<file path="src/rtl/hazard_stall_ctrl_if.sv">
// Pipeline-side bundle of hazard sources and the stall/flush/redirect
// controls returned by the hazard controller.
interface hazard_stall_ctrl_if #(
   parameter int ADDR_W = 2,
   parameter int CNT_W  = 16
);
   logic [ADDR_W-1:0] id_rs;
   logic [ADDR_W-1:0] id_rt;
   logic              id_use_rs;
   logic              id_use_rt;
   logic              idex_memread;
   logic [ADDR_W-1:0] idex_wr_addr;
   logic              ex_mispredict;
   logic              id_jump;
   logic              i_ready;
   logic              d_req;
   logic              d_ready;
   logic              wb_halt;

   logic              stall_pc;
   logic              stall_ifid;
   logic              stall_idex;
   logic              stall_exmem;
   logic              flush_ifid;
   logic              flush_idex;
   logic              flush_exmem;
   logic              flush_memwb;
   logic              pc_redirect;
   logic              halted;
   logic [CNT_W-1:0]  stall_count;
   logic [CNT_W-1:0]  flush_count;

   // Datapath side: reports hazard sources, consumes the controls.
   modport master (
      output id_rs, id_rt, id_use_rs, id_use_rt, idex_memread, idex_wr_addr,
             ex_mispredict, id_jump, i_ready, d_req, d_ready, wb_halt,
      input  stall_pc, stall_ifid, stall_idex, stall_exmem,
             flush_ifid, flush_idex, flush_exmem, flush_memwb,
             pc_redirect, halted, stall_count, flush_count
   );

   // Controller side.
   modport slave (
      input  id_rs, id_rt, id_use_rs, id_use_rt, idex_memread, idex_wr_addr,
             ex_mispredict, id_jump, i_ready, d_req, d_ready, wb_halt,
      output stall_pc, stall_ifid, stall_idex, stall_exmem,
             flush_ifid, flush_idex, flush_exmem, flush_memwb,
             pc_redirect, halted, stall_count, flush_count
   );
endinterface

</file>
<file path="src/rtl/hazard_stall_ctrl.sv">
// Pipeline hazard controller: same-cycle stall/flush/redirect controls,
// wrong-path fetch tracking and saturating stall/flush statistics.
//
// state  | meaning
// -------+-------------------------------------------------------------
// RUN    | normal operation, controls driven from current hazards
// SQUASH | fetch issued before a redirect is still in flight; discard it
// HALT   | HLT retired; pipeline frozen until reset
module hazard_stall_ctrl #(
   parameter int ADDR_W = 2,
   parameter int CNT_W  = 16
) (
   input  logic                clk,
   input  logic                reset,
   hazard_stall_ctrl_if.slave  hz
);

   typedef enum logic [1:0] {
      RUN    = 2'd0,
      SQUASH = 2'd1,
      HALT   = 2'd2
   } state_e;

   state_e            state_q, state_d;
   logic [CNT_W-1:0]  stall_count_q, stall_count_d;
   logic [CNT_W-1:0]  flush_count_q, flush_count_d;

   logic dwait;
   logic loaduse;
   logic in_squash;

   logic stall_pc_c, stall_ifid_c, stall_idex_c, stall_exmem_c;
   logic flush_ifid_c, flush_idex_c, flush_exmem_c, flush_memwb_c;
   logic pc_redirect_c;
   logic flush_evt_c;

   assign dwait     = hz.d_req & ~hz.d_ready;
   assign loaduse   = hz.idex_memread &
                      ((hz.id_use_rs & (hz.id_rs == hz.idex_wr_addr)) |
                       (hz.id_use_rt & (hz.id_rt == hz.idex_wr_addr)));
   assign in_squash = (state_q == SQUASH);

   // State and statistics registers.
   always_ff @(posedge clk) begin
      if (reset) begin
         state_q       <= RUN;
         stall_count_q <= '0;
         flush_count_q <= '0;
      end else begin
         state_q       <= state_d;
         stall_count_q <= stall_count_d;
         flush_count_q <= flush_count_d;
      end
   end

   // Next state; a completing fetch ends SQUASH unless a new redirect
   // has been issued in the same cycle.
   always_comb begin
      state_d = state_q;
      if (state_q != HALT) begin
         if (hz.wb_halt) begin
            state_d = HALT;
         end else if (dwait) begin
            if (in_squash && hz.i_ready) state_d = RUN;
         end else if (hz.ex_mispredict) begin
            if (in_squash || !hz.i_ready) state_d = SQUASH;
         end else if (in_squash && hz.i_ready) begin
            state_d = RUN;
         end
      end
   end

   // Mealy stall/flush/redirect controls in priority order.
   always_comb begin
      stall_pc_c    = 1'b0;
      stall_ifid_c  = 1'b0;
      stall_idex_c  = 1'b0;
      stall_exmem_c = 1'b0;
      flush_ifid_c  = 1'b0;
      flush_idex_c  = 1'b0;
      flush_exmem_c = 1'b0;
      flush_memwb_c = 1'b0;
      pc_redirect_c = 1'b0;
      flush_evt_c   = 1'b0;
      if (!reset) begin
         if (state_q == HALT || hz.wb_halt) begin
            stall_pc_c    = 1'b1;
            stall_ifid_c  = 1'b1;
            stall_idex_c  = 1'b1;
            stall_exmem_c = 1'b1;
         end else if (dwait) begin
            // The branch stays parked in EX; its redirect waits for d_ready.
            stall_pc_c    = 1'b1;
            stall_ifid_c  = 1'b1;
            stall_idex_c  = 1'b1;
            stall_exmem_c = 1'b1;
            flush_memwb_c = 1'b1;
         end else if (hz.ex_mispredict) begin
            flush_ifid_c  = 1'b1;
            flush_idex_c  = 1'b1;
            pc_redirect_c = 1'b1;
            flush_evt_c   = 1'b1;
         end else begin
            if (loaduse) begin
               stall_pc_c   = 1'b1;
               stall_ifid_c = 1'b1;
               flush_idex_c = 1'b1;
            end else if (hz.id_jump) begin
               flush_ifid_c = 1'b1;
               flush_evt_c  = 1'b1;
            end
            // Missing or wrong-path fetch: hold PC, feed a bubble into ID.
            if (!hz.i_ready || in_squash) begin
               stall_pc_c   = 1'b1;
               flush_ifid_c = 1'b1;
            end
         end
      end
   end

   // Saturating statistics; frozen while halted.
   always_comb begin
      stall_count_d = stall_count_q;
      flush_count_d = flush_count_q;
      if (state_q != HALT) begin
         if (stall_pc_c && (stall_count_q != {CNT_W{1'b1}}))
            stall_count_d = stall_count_q + 1'b1;
         if (flush_evt_c && (flush_count_q != {CNT_W{1'b1}}))
            flush_count_d = flush_count_q + 1'b1;
      end
   end

   assign hz.stall_pc    = stall_pc_c;
   assign hz.stall_ifid  = stall_ifid_c;
   assign hz.stall_idex  = stall_idex_c;
   assign hz.stall_exmem = stall_exmem_c;
   assign hz.flush_ifid  = flush_ifid_c;
   assign hz.flush_idex  = flush_idex_c;
   assign hz.flush_exmem = flush_exmem_c;
   assign hz.flush_memwb = flush_memwb_c;
   assign hz.pc_redirect = pc_redirect_c;
   assign hz.halted      = (state_q == HALT);
   assign hz.stall_count = stall_count_q;
   assign hz.flush_count = flush_count_q;

endmodule

</file>
<file path="src/flat_wrapper.sv">
// flat-port wrapper written by rule: the top's interface ports become plain ports
module hazard_stall_ctrl_flat 
#(
   parameter int ADDR_W = 2,
   parameter int CNT_W  = 16
)
  (clk, reset, hz_id_rs, hz_id_rt, hz_id_use_rs, hz_id_use_rt, hz_idex_memread, hz_idex_wr_addr, hz_ex_mispredict, hz_id_jump, hz_i_ready, hz_d_req, hz_d_ready, hz_wb_halt, hz_stall_pc, hz_stall_ifid, hz_stall_idex, hz_stall_exmem, hz_flush_ifid, hz_flush_idex, hz_flush_exmem, hz_flush_memwb, hz_pc_redirect, hz_halted, hz_stall_count, hz_flush_count);
  hazard_stall_ctrl_if #(.ADDR_W(ADDR_W), .CNT_W(CNT_W)) hz_i ();
  input  logic clk;
  input  logic reset;
  input wire logic [$bits(hz_i.id_rs)-1:0] hz_id_rs;
  input wire logic [$bits(hz_i.id_rt)-1:0] hz_id_rt;
  input wire logic [$bits(hz_i.id_use_rs)-1:0] hz_id_use_rs;
  input wire logic [$bits(hz_i.id_use_rt)-1:0] hz_id_use_rt;
  input wire logic [$bits(hz_i.idex_memread)-1:0] hz_idex_memread;
  input wire logic [$bits(hz_i.idex_wr_addr)-1:0] hz_idex_wr_addr;
  input wire logic [$bits(hz_i.ex_mispredict)-1:0] hz_ex_mispredict;
  input wire logic [$bits(hz_i.id_jump)-1:0] hz_id_jump;
  input wire logic [$bits(hz_i.i_ready)-1:0] hz_i_ready;
  input wire logic [$bits(hz_i.d_req)-1:0] hz_d_req;
  input wire logic [$bits(hz_i.d_ready)-1:0] hz_d_ready;
  input wire logic [$bits(hz_i.wb_halt)-1:0] hz_wb_halt;
  output wire logic [$bits(hz_i.stall_pc)-1:0] hz_stall_pc;
  output wire logic [$bits(hz_i.stall_ifid)-1:0] hz_stall_ifid;
  output wire logic [$bits(hz_i.stall_idex)-1:0] hz_stall_idex;
  output wire logic [$bits(hz_i.stall_exmem)-1:0] hz_stall_exmem;
  output wire logic [$bits(hz_i.flush_ifid)-1:0] hz_flush_ifid;
  output wire logic [$bits(hz_i.flush_idex)-1:0] hz_flush_idex;
  output wire logic [$bits(hz_i.flush_exmem)-1:0] hz_flush_exmem;
  output wire logic [$bits(hz_i.flush_memwb)-1:0] hz_flush_memwb;
  output wire logic [$bits(hz_i.pc_redirect)-1:0] hz_pc_redirect;
  output wire logic [$bits(hz_i.halted)-1:0] hz_halted;
  output wire logic [$bits(hz_i.stall_count)-1:0] hz_stall_count;
  output wire logic [$bits(hz_i.flush_count)-1:0] hz_flush_count;
  assign hz_i.id_rs = hz_id_rs;
  assign hz_i.id_rt = hz_id_rt;
  assign hz_i.id_use_rs = hz_id_use_rs;
  assign hz_i.id_use_rt = hz_id_use_rt;
  assign hz_i.idex_memread = hz_idex_memread;
  assign hz_i.idex_wr_addr = hz_idex_wr_addr;
  assign hz_i.ex_mispredict = hz_ex_mispredict;
  assign hz_i.id_jump = hz_id_jump;
  assign hz_i.i_ready = hz_i_ready;
  assign hz_i.d_req = hz_d_req;
  assign hz_i.d_ready = hz_d_ready;
  assign hz_i.wb_halt = hz_wb_halt;
  assign hz_stall_pc = hz_i.stall_pc;
  assign hz_stall_ifid = hz_i.stall_ifid;
  assign hz_stall_idex = hz_i.stall_idex;
  assign hz_stall_exmem = hz_i.stall_exmem;
  assign hz_flush_ifid = hz_i.flush_ifid;
  assign hz_flush_idex = hz_i.flush_idex;
  assign hz_flush_exmem = hz_i.flush_exmem;
  assign hz_flush_memwb = hz_i.flush_memwb;
  assign hz_pc_redirect = hz_i.pc_redirect;
  assign hz_halted = hz_i.halted;
  assign hz_stall_count = hz_i.stall_count;
  assign hz_flush_count = hz_i.flush_count;
  hazard_stall_ctrl #(.ADDR_W(ADDR_W), .CNT_W(CNT_W)) u_core (.clk(clk), .reset(reset), .hz(hz_i));
endmodule
</file>
<file path="config.mk">
export PLATFORM = sky130hd
export DESIGN_NAME = hazard_stall_ctrl_flat
export DESIGN_NICKNAME = d
export VERILOG_FILES = /design/src/rtl/hazard_stall_ctrl_if.sv /design/src/rtl/hazard_stall_ctrl.sv /design/src/flat_wrapper.sv
export SDC_FILE = /design/constraint.sdc
export NUM_CORES = 1
export LEC_CHECK = 0
export ABC_AREA = 1
export BUFFER_PORTS_ARGS = -buffer_cell sky130_fd_sc_hd__buf_2
export CAP_MARGIN = 40
export CELL_PAD_IN_SITES_DETAIL_PLACEMENT = 1
export CELL_PAD_IN_SITES_GLOBAL_PLACEMENT = 1
export CORE_ASPECT_RATIO = 0.7
export CORE_MARGIN = 10
export CORE_UTILIZATION = 39
export DETAILED_ROUTE_END_ITERATION = 16
export PLACE_DENSITY = 0.94
export SYNTH_ARGS = -nofsm -noshare
export SYNTH_HDL_FRONTEND = slang
export SYNTH_SLANG_ARGS = --single-unit
</file>
<file path="constraint.sdc">
create_clock -name clk -period 3.6 [get_ports clk]
set_input_delay 0.18 -clock clk [delete_from_list [all_inputs] [get_ports clk]]
set_output_delay 0.18 -clock clk [all_outputs]
set_load 0.03 [all_outputs]
</file>
==> flow_metrics.py, run 1 <==
metrics = {
    "clock_network": {
        "hold_buffers": 0,
        "cts.clk_slew.worst_paths_ns": 0.07,
        "cts_tree": "yes",
        "cts_buffer_depth": 2,
        "cts_resized": 0,
        "h-tree-depth": 2,
        "insertion_delay_ns": 0.28,
        "cts-root-buf": "clkbuf_8",
        "cts_buffers": 5,
        "cts.sink_count": 34,
        "post_cts_buffers": 0,
    },
    "yosys": {
        "ys_seq_elements": 34,
        "synth_enable_flop_cells": 0,
        "synth_top_area_cell": "dfxtp_1",
        "synth.net_count": 364,
        "synth.cells.most_frequent": "nand2_1, nand3_1, dfxtp_1, inv_1, a21oi_1",
        "ys_types": 33,
        "synth_flop_cell": "dfxtp_1",
        "synth-async-reset-ratio": 0,
        "yosysTopAreaCellShare": 0.301,
        "yosys-top-cells-area": "dfxtp_1, nand2_1, nand3_1",
        "synthCells": 345,
        "synth_warnings": 0,
        "seq_area_frac_synth": 0.301,
        "avgSynthCellArea_um2": 6.56,
        "synth.most_common_cell": "nand2_1",
        "syn-cell-area_mm2": 0.00226,
    },
    "critical_path": {
        "worstPathMaxFanout": 19,
        "cp.required_ns": 3.81,
        "startpoint_type": "flop",
        "worstPathArrival_ns": 2.24,
        "endpoint_kind": "flop",
        "crit_start": "u_core.hz.flush_count[0]",
        "worst-setup-path-type": "reg2reg",
        "r2r_start": "u_core.hz.flush_count[0]",
    },
    "timing": {
        "clock.fmax_mhz": 492,
        "tightest_slew_ns": 0.666,
        "fin_crit_sh": 0.565,
        "rsz0062_at_grt": "no",
        "setup_violations": 0,
        "hold_viol": 0,
        "maxSlewViolCount": 0,
        "finClkSkew_ns": 0.00471,
        "finalSetupTns_ns": 0,
        "finalCriticalPeriod_ns": 2.03,
        "relSlewSlack": 0.556,
    },
    "route": {
        "vias": 2567,
        "vias_per_cell": 5.45,
        "first_pass_iters": 4,
        "ant_nets": 0,
        "routed_wl_um": 7740,
        "drcViolationCount": 0,
        "dr.first_iter.drc_count": 171,
        "detail_route.wl_per_cell_um": 16.4,
    },
    "worst_hold_path": {
        "holdCritPathClass": "in2reg",
        "hp-start": "hz_wb_halt",
    },
    "placement": {
        "hpwl_um": 5890,
        "io_buffers": 57,
        "place_congestion": 0.893,
        "dp_cells": 464,
    },
    "global_routing": {
        "first_global_vias": 2641,
        "busiest_layer": "met2",
        "grt_util_met3": 0.0524,
        "gr-usage-met1": 0.189,
        "grt_first_pass_wirelength_um": 12700,
        "grt.total_usage": 0.159,
        "grt_max_degree": 36,
        "overflow": 0,
        "antenna_found_initial": 0,
        "grt_util_met2": 0.270,
    },
    "power_and_ir_drop": {
        "leakagePower_nw": 1.12,
        "p_per_area_mw_per_mm2": 301,
        "ir_worst_vdd_mv": 0.142,
    },
    "die": {
        "coreArea_mm2": 0.00567,
        "die_w_um": 111,
        "initial_core_util": 0.399,
        "io_pins": 59,
        "die-height_um": 83.7,
        "core.rowCount": 23,
        "dieArea_mm2": 0.00930,
    },
    "cells_and_area": {
        "nets": 415,
        "num_antenna_cells": 0,
        "fin_cells": 471,
        "drive_above_1_share": 0.197,
        "area_growth_pct": 16.3,
    },
    "outcome": {
        "status": "completed",
    },
    "run": {
        "cap_viol_max_count": 0,
    },
}
==> layout by cell type, fill, tap and decap left out, types with 3 or more instances in the layout <==
cell type  synthesis  routed
dfxtp_1           34      34
nand3_1           48      48
o211ai_1           4       4
xor2_1            14      14
buf_2              3      57
nand2_2            4       4
nor2_1            32      32
clkbuf_8           0       5
nand4_1            3       3
o21ai_0            5       5
nor3_1            11      11
a31oi_1            3       3
xnor2_1            7       7
a21oi_1           33      33
inv_1             34      34
nand2_1           79      79
nand3b_1           3       3
==> layer usage <==
metal,part of all wire,wire [um]
met5,0,0
met4,0.017,132
met3,0.073,562
met2,0.47,3610
met1,0.44,3440
==> stage by stage <==
stage	power [mW]	hold WS (ns)	area, um2	setup WS (ns)	utilization
after detailed placement	0.529	0.471	2550	1.49	0.451
after floorplan	0.495	0.290	2260	1.68	-
after global routing	0.826	0.205	2630	1.40	0.464
after CTS	0.799	0.178	2630	1.57	0.464
final	0.793	0.183	2630	1.57	0.464
after global placement	0.524	0.441	2550	1.56	0.451
==> sequential cells by signal (all words and copies together), names as in the netlist <==
register               cells
u_core.hz.stall_count     16
u_core.hz.flush_count     16
u_core.state_q             2
==> cell type report <==
cell class | instances | area, um2
repair buffers | 57 | 285
inverters | 36 | 135
flip-flops and latches | 34 | 681
multi-input cells | 262 | 1360
fillers | 775 | 3040
well taps | 75 | 93.8
clock buffers | 7 | 76.3
==> where the power goes <==
part           switching (mW)  total, mW  internal, mW
sequential            0.00698      0.388         0.381
clock                   0.138      0.271         0.133
combinational           0.100      0.133        0.0331
==> cell families (layout without fill, tap and decap cells) <==
kind of cell | count (synthesis) | after routing | synth area share
AOI/OAI and AO/OA | 49 | 49 | 0.124
other | 1 | 1 | 0.00166
buffers and inverters | 49 | 100 | 0.0979
and+or+nand+nor | 189 | 189 | 0.383
DFF | 34 | 34 | 0.301
adders and majority gates | 2 | 2 | 0.0111
xor gates and xnor gates | 21 | 21 | 0.0813
==> worst paths after layout <==
path	endpoint	slack (ns)	cells after the start
hold / removal	u_core.state_q[1]	0.18	3
setup reg to reg	u_core.hz.flush_count[0]	1.57	7
setup / recovery	u_core.hz.flush_count[0]	1.57	7
hold reg to reg	u_core.state_q[1]	0.49	2
==> critical path, cell delays in order, from the launching register on <==
cell and delay, ns:
dfxtp_1 0.45, ha_1 0.27, nand2_1 0.10, nor3_2 0.40, a21oi_4 0.25, nand2_4 0.24
nand2_1 0.10, a21oi_1 0.14
No activity file was read; power rests on OpenSTA's default activity.
==> inputs of run 2 (changes only) <==
--- a/config.mk
+++ b/config.mk
@@ -12,9 +12,9 @@
 export CELL_PAD_IN_SITES_GLOBAL_PLACEMENT = 1
 export CORE_ASPECT_RATIO = 0.7
 export CORE_MARGIN = 10
-export CORE_UTILIZATION = 39
+export CORE_UTILIZATION = 36
 export DETAILED_ROUTE_END_ITERATION = 16
-export PLACE_DENSITY = 0.94
+export PLACE_DENSITY = 0.89
 export SYNTH_ARGS = -nofsm -noshare
 export SYNTH_HDL_FRONTEND = slang
 export SYNTH_SLANG_ARGS = --single-unit
==> constraint.sdc (replaced) <==
create_clock -name clk -period 1.9 [get_ports clk]
set_input_delay 0.095 -clock clk [delete_from_list [all_inputs] [get_ports clk]]
set_output_delay 0.095 -clock clk [all_outputs]
set_load 0.03 [all_outputs]
==> flow_metrics.py, run 2 (synthesis gave the netlist of run 1 again) <==
metrics = {
    "die": {
        "core.rowCount": 24,
        "dieArea_mm2": 0.00990,
        "io_pins": 59,
        "die_w_um": 115,
        "coreArea_mm2": 0.00616,
        "initial_core_util": 0.367,
        "die-height_um": 86.3,
    },
    "clock_network": {
        "cts.clk_slew.worst_paths_ns": 0.07,
        "cts_buffers": 5,
        "cts-root-buf": "clkbuf_8",
        "insertion_delay_ns": 0.28,
        "cts.sink_count": 34,
        "cts_tree": "yes",
        "h-tree-depth": 2,
        "cts_buffer_depth": 2,
    },
    "worst_hold_path": {
        "hp-start": "hz_wb_halt",
        "hold_depth": 3,
        "hold_end": "u_core.state_q[1]",
        "holdCritPathClass": "in2reg",
    },
    "critical_path": {
        "cpPeakStageDelay_ns": 0.39,
        "r2r_start": "u_core.hz.stall_count[0]",
        "cp.required_ns": 2.08,
        "cp_cell_sequence": "ha_4, nand2_2, nor3_4, nand3_2, o21ai_2, clkinv_4, clkbuf_2, a21oi_1, nor2_1",
        "critPathTopFamily": "simple AND/OR/NAND/NOR gates",
        "startpoint_type": "flop",
        "endpoint_kind": "flop",
        "worstPathMaxFanout": 6,
        "worstPathArrival_ns": 1.99,
        "timing.rr.end": "u_core.hz.stall_count[0]",
        "crit_slowest_cell": "dfxtp_4",
        "reg2regPathDepth": 9,
        "critical_path_buf_inv_count": 2,
        "rrSetupSlack_ns": 0.09,
        "worst-setup-path-type": "reg2reg",
    },
    "cells_and_area": {
        "layout_common_cells": "nand2_1, buf_2, nand3_1",
        "area_growth_pct": 28.9,
        "num_antenna_cells": 0,
        "final_common_cell": "nand2_1",
        "num-fill-cells": 842,
        "final_area_mm2": 0.00292,
        "drive_above_1_share": 0.262,
        "nets": 441,
    },
    "route": {
        "routed_wl_um": 7960,
        "dr.first_iter.drc_count": 163,
        "detail_route.wl_per_cell_um": 15.9,
        "first_pass_iters": 4,
        "vias_per_cell": 5.14,
        "drcViolationCount": 0,
        "ant_nets": 0,
        "vias": 2577,
    },
    "global_routing": {
        "first_global_vias": 2703,
        "overflow": 0,
        "grt_first_pass_wirelength_um": 12900,
        "grt_max_degree": 34,
        "grt.total_usage": 0.156,
        "antenna_found_initial": 0,
    },
    "placement": {
        "io_buffers": 57,
        "hpwl_um": 6010,
        "placed_area_mm2": 0.00269,
        "place_congestion": 0.880,
    },
    "timing": {
        "hold_viol": 0,
        "fin_crit_sh": 0.951,
        "clock.fmax_mhz": 554,
        "finClkSkew_ns": 0.00851,
        "finalCriticalPeriod_ns": 1.81,
        "maxSlewViolCount": 0,
        "setup_violations": 0,
    },
    "power_and_ir_drop": {
        "leakagePower_nw": 1.29,
        "ir_worst_vdd_mv": 0.286,
        "p_per_area_mw_per_mm2": 547,
        "p_total_mw": 1.59,
    },
    "run": {
        "cap_viol_max_count": 0,
    },
    "outcome": {
        "status": "completed",
    },
}
==> run 2: layout make-up <==
type,instances,area [um2],share of cell area
flip-flops and latches,34,688,0.236
inverters,36,140,0.0481
clock buffers,7,86.3,0.0296
clock inverters,1,5.00,0.00172
well taps,78,97.6,0.0335
repair buffers,83,503,0.173
multi-input cells,262,1400,0.479
==> run 2: timing repair <==
| item | in CTS | in global routing |
|---|---|---|
| buffers inserted | 0 | 9 |
| resized for setup | 1 | 11 |
| hold buffers | 0 | 0 |
| pin swaps | 0 | 2 |
| setup endpoints to repair | 1 | 31 |
==> run 2: how the worst max path moves through the flow <==
stage,from,to,slack [ns],cells past startpoint
5_1_grt,u_core.hz.flush_count[1],u_core.hz.flush_count[4],-0.02,8
3_3_place_gp,u_core.hz.stall_count[0],u_core.hz.stall_count[4],0.18,9
3_5_place_dp,u_core.hz.stall_count[0],u_core.hz.stall_count[4],0.04,9
4_1_cts,u_core.hz.stall_count[0],u_core.hz.stall_count[4],0.03,9
2_1_floorplan,u_core.hz.flush_count[0],u_core.hz.flush_count[11],0.07,7
6_report,u_core.hz.stall_count[0],u_core.hz.stall_count[0],0.09,9
==> run 2: power by group <==
group | total, mW | internal (mW) | switching [mW] | leakage (nW)
Combinational | 0.296 | 0.0973 | 0.199 | 0.964
Sequential | 0.735 | 0.723 | 0.0126 | 0.276
Clock | 0.563 | 0.293 | 0.270 | 0.0482
==> run 2: per-layer routing <==
layer	track usage	up-vias	routed length, um
met3	0.0414	2	414
met1	0.199	1241	3680
met4	0.0381	0	45
met5	0	-	0
li1	-	1277	-
met2	0.257	57	3830
==> run 2: worst reg2reg max path, stage by stage, from the launching register on <==
cell	delay, ns
dfxtp_4	0.39
ha_4	0.16
nand2_2	0.08
nor3_4	0.23
nand3_2	0.10
o21ai_2	0.20
clkinv_4	0.13
clkbuf_2	0.18
a21oi_1	0.17
nor2_1	0.06
==> run 2: per-stage QoR <==
step	utilization	TNS [ns]	hold WS (ns)	worst slack (ns)	std cells
after global placement	0.437	0	0.365	0.178	484
after CTS	0.453	0	0.0756	0.0327	492
after detailed placement	0.437	0	0.371	0.0366	484
after floorplan	-	0	0.205	0.0683	345
final	0.474	0	0.0830	0.0938	501
after global routing	0.474	-0.0367	0.112	-0.0186	501
==> inputs of run 3 (changes only) <==
--- a/config.mk
+++ b/config.mk
@@ -5,14 +5,12 @@
 export SDC_FILE = /design/constraint.sdc
 export NUM_CORES = 1
 export LEC_CHECK = 0
-export ABC_AREA = 1
 export BUFFER_PORTS_ARGS = -buffer_cell sky130_fd_sc_hd__buf_2
 export CAP_MARGIN = 40
 export CELL_PAD_IN_SITES_DETAIL_PLACEMENT = 1
 export CELL_PAD_IN_SITES_GLOBAL_PLACEMENT = 1
 export CORE_ASPECT_RATIO = 0.7
-export CORE_MARGIN = 10
-export CORE_UTILIZATION = 36
+export CORE_UTILIZATION = 37
 export DETAILED_ROUTE_END_ITERATION = 16
 export PLACE_DENSITY = 0.89
 export SYNTH_ARGS = -nofsm -noshare
==> flow_metrics.py, run 3 <==
metrics = {
    "yosys": {
        "yosysTopAreaCellShare": 0.336,
        "synth.cells.most_frequent": "dfxtp_1, a21oi_1, nand3_1, nand2_1, nand4_1",
        "seq_area_frac_synth": 0.336,
        "ys_seq_elements": 34,
        "synth.most_common_cell": "dfxtp_1",
        "synthCells": 244,
        "synth.net_count": 263,
        "synth-async-reset-ratio": 0,
        "syn-cell-area_mm2": 0.00203,
        "synth_top_area_cell": "dfxtp_1",
        "synth_enable_flop_cells": 0,
        "yosys-top-cells-area": "dfxtp_1, a21oi_1, nand4_1",
        "synth_flop_cell": "dfxtp_1",
        "synth_warnings": 0,
        "ys_types": 48,
        "avgSynthCellArea_um2": 8.31,
    },
    "clock_network": {
        "cts_buffer_depth": 2,
        "cts_tree": "yes",
        "h-tree-depth": 2,
        "cts.sink_count": 34,
        "insertion_delay_ns": 0.29,
        "cts-root-buf": "clkbuf_8",
        "cts_buffers": 5,
        "cts.clk_slew.worst_paths_ns": 0.07,
    },
    "placement": {
        "place_congestion": 0.843,
        "hpwl_um": 5010,
        "dpl_worst_slack_ns": -0.0134,
        "io_buffers": 57,
    },
    "die": {
        "io_pins": 59,
        "coreArea_mm2": 0.00526,
        "core.rowCount": 22,
        "die_w_um": 90.5,
        "dieArea_mm2": 0.00579,
        "initial_core_util": 0.386,
        "die-height_um": 63.9,
    },
    "route": {
        "first_pass_iters": 4,
        "detail_route.wl_per_cell_um": 20.3,
        "dr.first_iter.drc_count": 201,
        "routed_wl_um": 8250,
        "vias_per_cell": 6.07,
        "vias": 2472,
        "drcViolationCount": 0,
        "ant_nets": 0,
    },
    "worst_hold_path": {
        "hold_depth": 3,
        "holdCritPathClass": "in2reg",
    },
    "critical_path": {
        "cpPeakStageDelay_ns": 0.59,
        "worst-setup-path-type": "reg2reg",
        "cp.required_ns": 2.06,
        "reg2regPathDepth": 5,
        "startpoint_type": "flop",
        "crit_cells": 5,
        "cp_cell_sequence": "nor2b_4, a311o_1, or4b_1, o211ai_1, o31ai_1",
        "crit_slowest_cell": "or4b_1",
        "critical_path_buf_inv_count": 0,
        "worstPathArrival_ns": 2.09,
        "critPathTopFamily": "compound AO/OA/AOI/OAI gates",
        "endpoint_kind": "flop",
        "worstPathMaxFanout": 5,
    },
    "global_routing": {
        "antenna_found_initial": 0,
        "first_global_vias": 2367,
        "grt_first_pass_wirelength_um": 11600,
        "grt.total_usage": 0.249,
        "grt_max_degree": 32,
        "overflow": 0,
    },
    "power_and_ir_drop": {
        "ir_worst_vdd_mv": 0.246,
        "leakagePower_nw": 1.16,
        "p_per_area_mw_per_mm2": 533,
    },
    "cells_and_area": {
        "num_antenna_cells": 0,
        "layout_common_cells": "buf_2, buf_4, dfxtp_1",
        "final_common_cell": "buf_2",
        "area_growth_pct": 39.7,
        "drive_above_1_share": 0.421,
        "nets": 354,
    },
    "timing": {
        "hold_viol": 0,
        "hold_slack_ns": 0.189,
        "maxSlewViolCount": 0,
        "finalCriticalPeriod_ns": 1.93,
        "relSlewSlack": 0.652,
        "tightest_slew_ns": 0.521,
        "fin_crit_sh": 1.02,
        "setup_ws_ns": -0.0346,
        "setup_violations": 2,
        "clock.fmax_mhz": 517,
        "finClkSkew_ns": 0.00591,
    },
    "run": {
        "cap_viol_max_count": 0,
    },
    "outcome": {
        "violations": "negative setup slack",
        "status": "complete, but fails checks",
    },
}
==> run 3: cell count changes after synthesis, moves of 10 or more <==
cell and change:
nand2_1 -64, nand3_1 -32, inv_1 -28, nor2_1 -19, xor2_1 -14, a21oi_1 -12
nand4_1 +11, or4_1 +10
==> run 3: power breakdown <==
group,switching [mW],total [mW],internal (mW)
combinational,0.165,0.266,0.101
sequential,0.00755,0.727,0.720
clock,0.265,0.517,0.253
total,0.437,1.51,1.07
==> run 3: tightest hold or removal path: stages <==
cell     delay (ns)
buf_2          0.20
a21oi_1        0.06
nor2_1         0.08
==> run 3: per-stage QoR <==
stage	std cells	total power, mW	TNS [ns]	instance area [um2]	utilization
6_report	407	1.51	-0.0408	2830	0.539
5_1_grt	407	1.55	-0.541	2830	0.539
4_1_cts	398	1.49	0	2700	0.513
3_5_place_dp	391	0.980	-0.0193	2600	0.494
3_3_place_gp	391	0.973	0	2600	0.494
2_1_floorplan	244	0.883	-0.0391	2040	-
==> run 3: routing by layer <==
metal | track usage | share of wire | up-vias
li1 | - | - | 1133
met4 | 0.0746 | 0.026 | 0
met5 | 0 | 0 | -
met1 | 0.337 | 0.45 | 1218
met3 | 0.0476 | 0.059 | 21
met2 | 0.403 | 0.47 | 100
==> run 3: cells by family after synthesis <==
family | Yosys count | share of synthesized area
mux | 7 | 0.0376
other cells | 1 | 0.00185
fa+ha+maj | 2 | 0.0123
xor+xnor | 4 | 0.0173
simple gates | 112 | 0.329
flops | 34 | 0.336
buf+inv | 21 | 0.0506
compound gates | 63 | 0.215
==> run 3: timing repair <==
action,CTS,global route
hold buffers,0,0
endpoints found under the hold margin,0,0
setup buffers,0,8
pin swaps,2,8
resized for setup,3,25
setup endpoints to repair,6,26
gates cloned,0,1
==> run 3: layout make-up <==
type                       instances  area, um2
tap                               72       90.1
timing repair buffer              98        607
fill                             654       2420
inverter                           7       26.3
multi-input combinational        189       1340
sequential                        34        691
clock buffer                       7       76.3
==> run 3: worst paths after layout <==
check	start	to	slack (ns)
setup / recovery	u_core.state_q[0]	u_core.hz.stall_count[4]	-0.03
setup reg to reg	u_core.state_q[0]	u_core.hz.stall_count[4]	-0.03
hold / removal	hz_wb_halt	u_core.state_q[1]	0.19
hold reg to reg	u_core.hz.stall_count[7]	u_core.hz.stall_count[7]	0.49
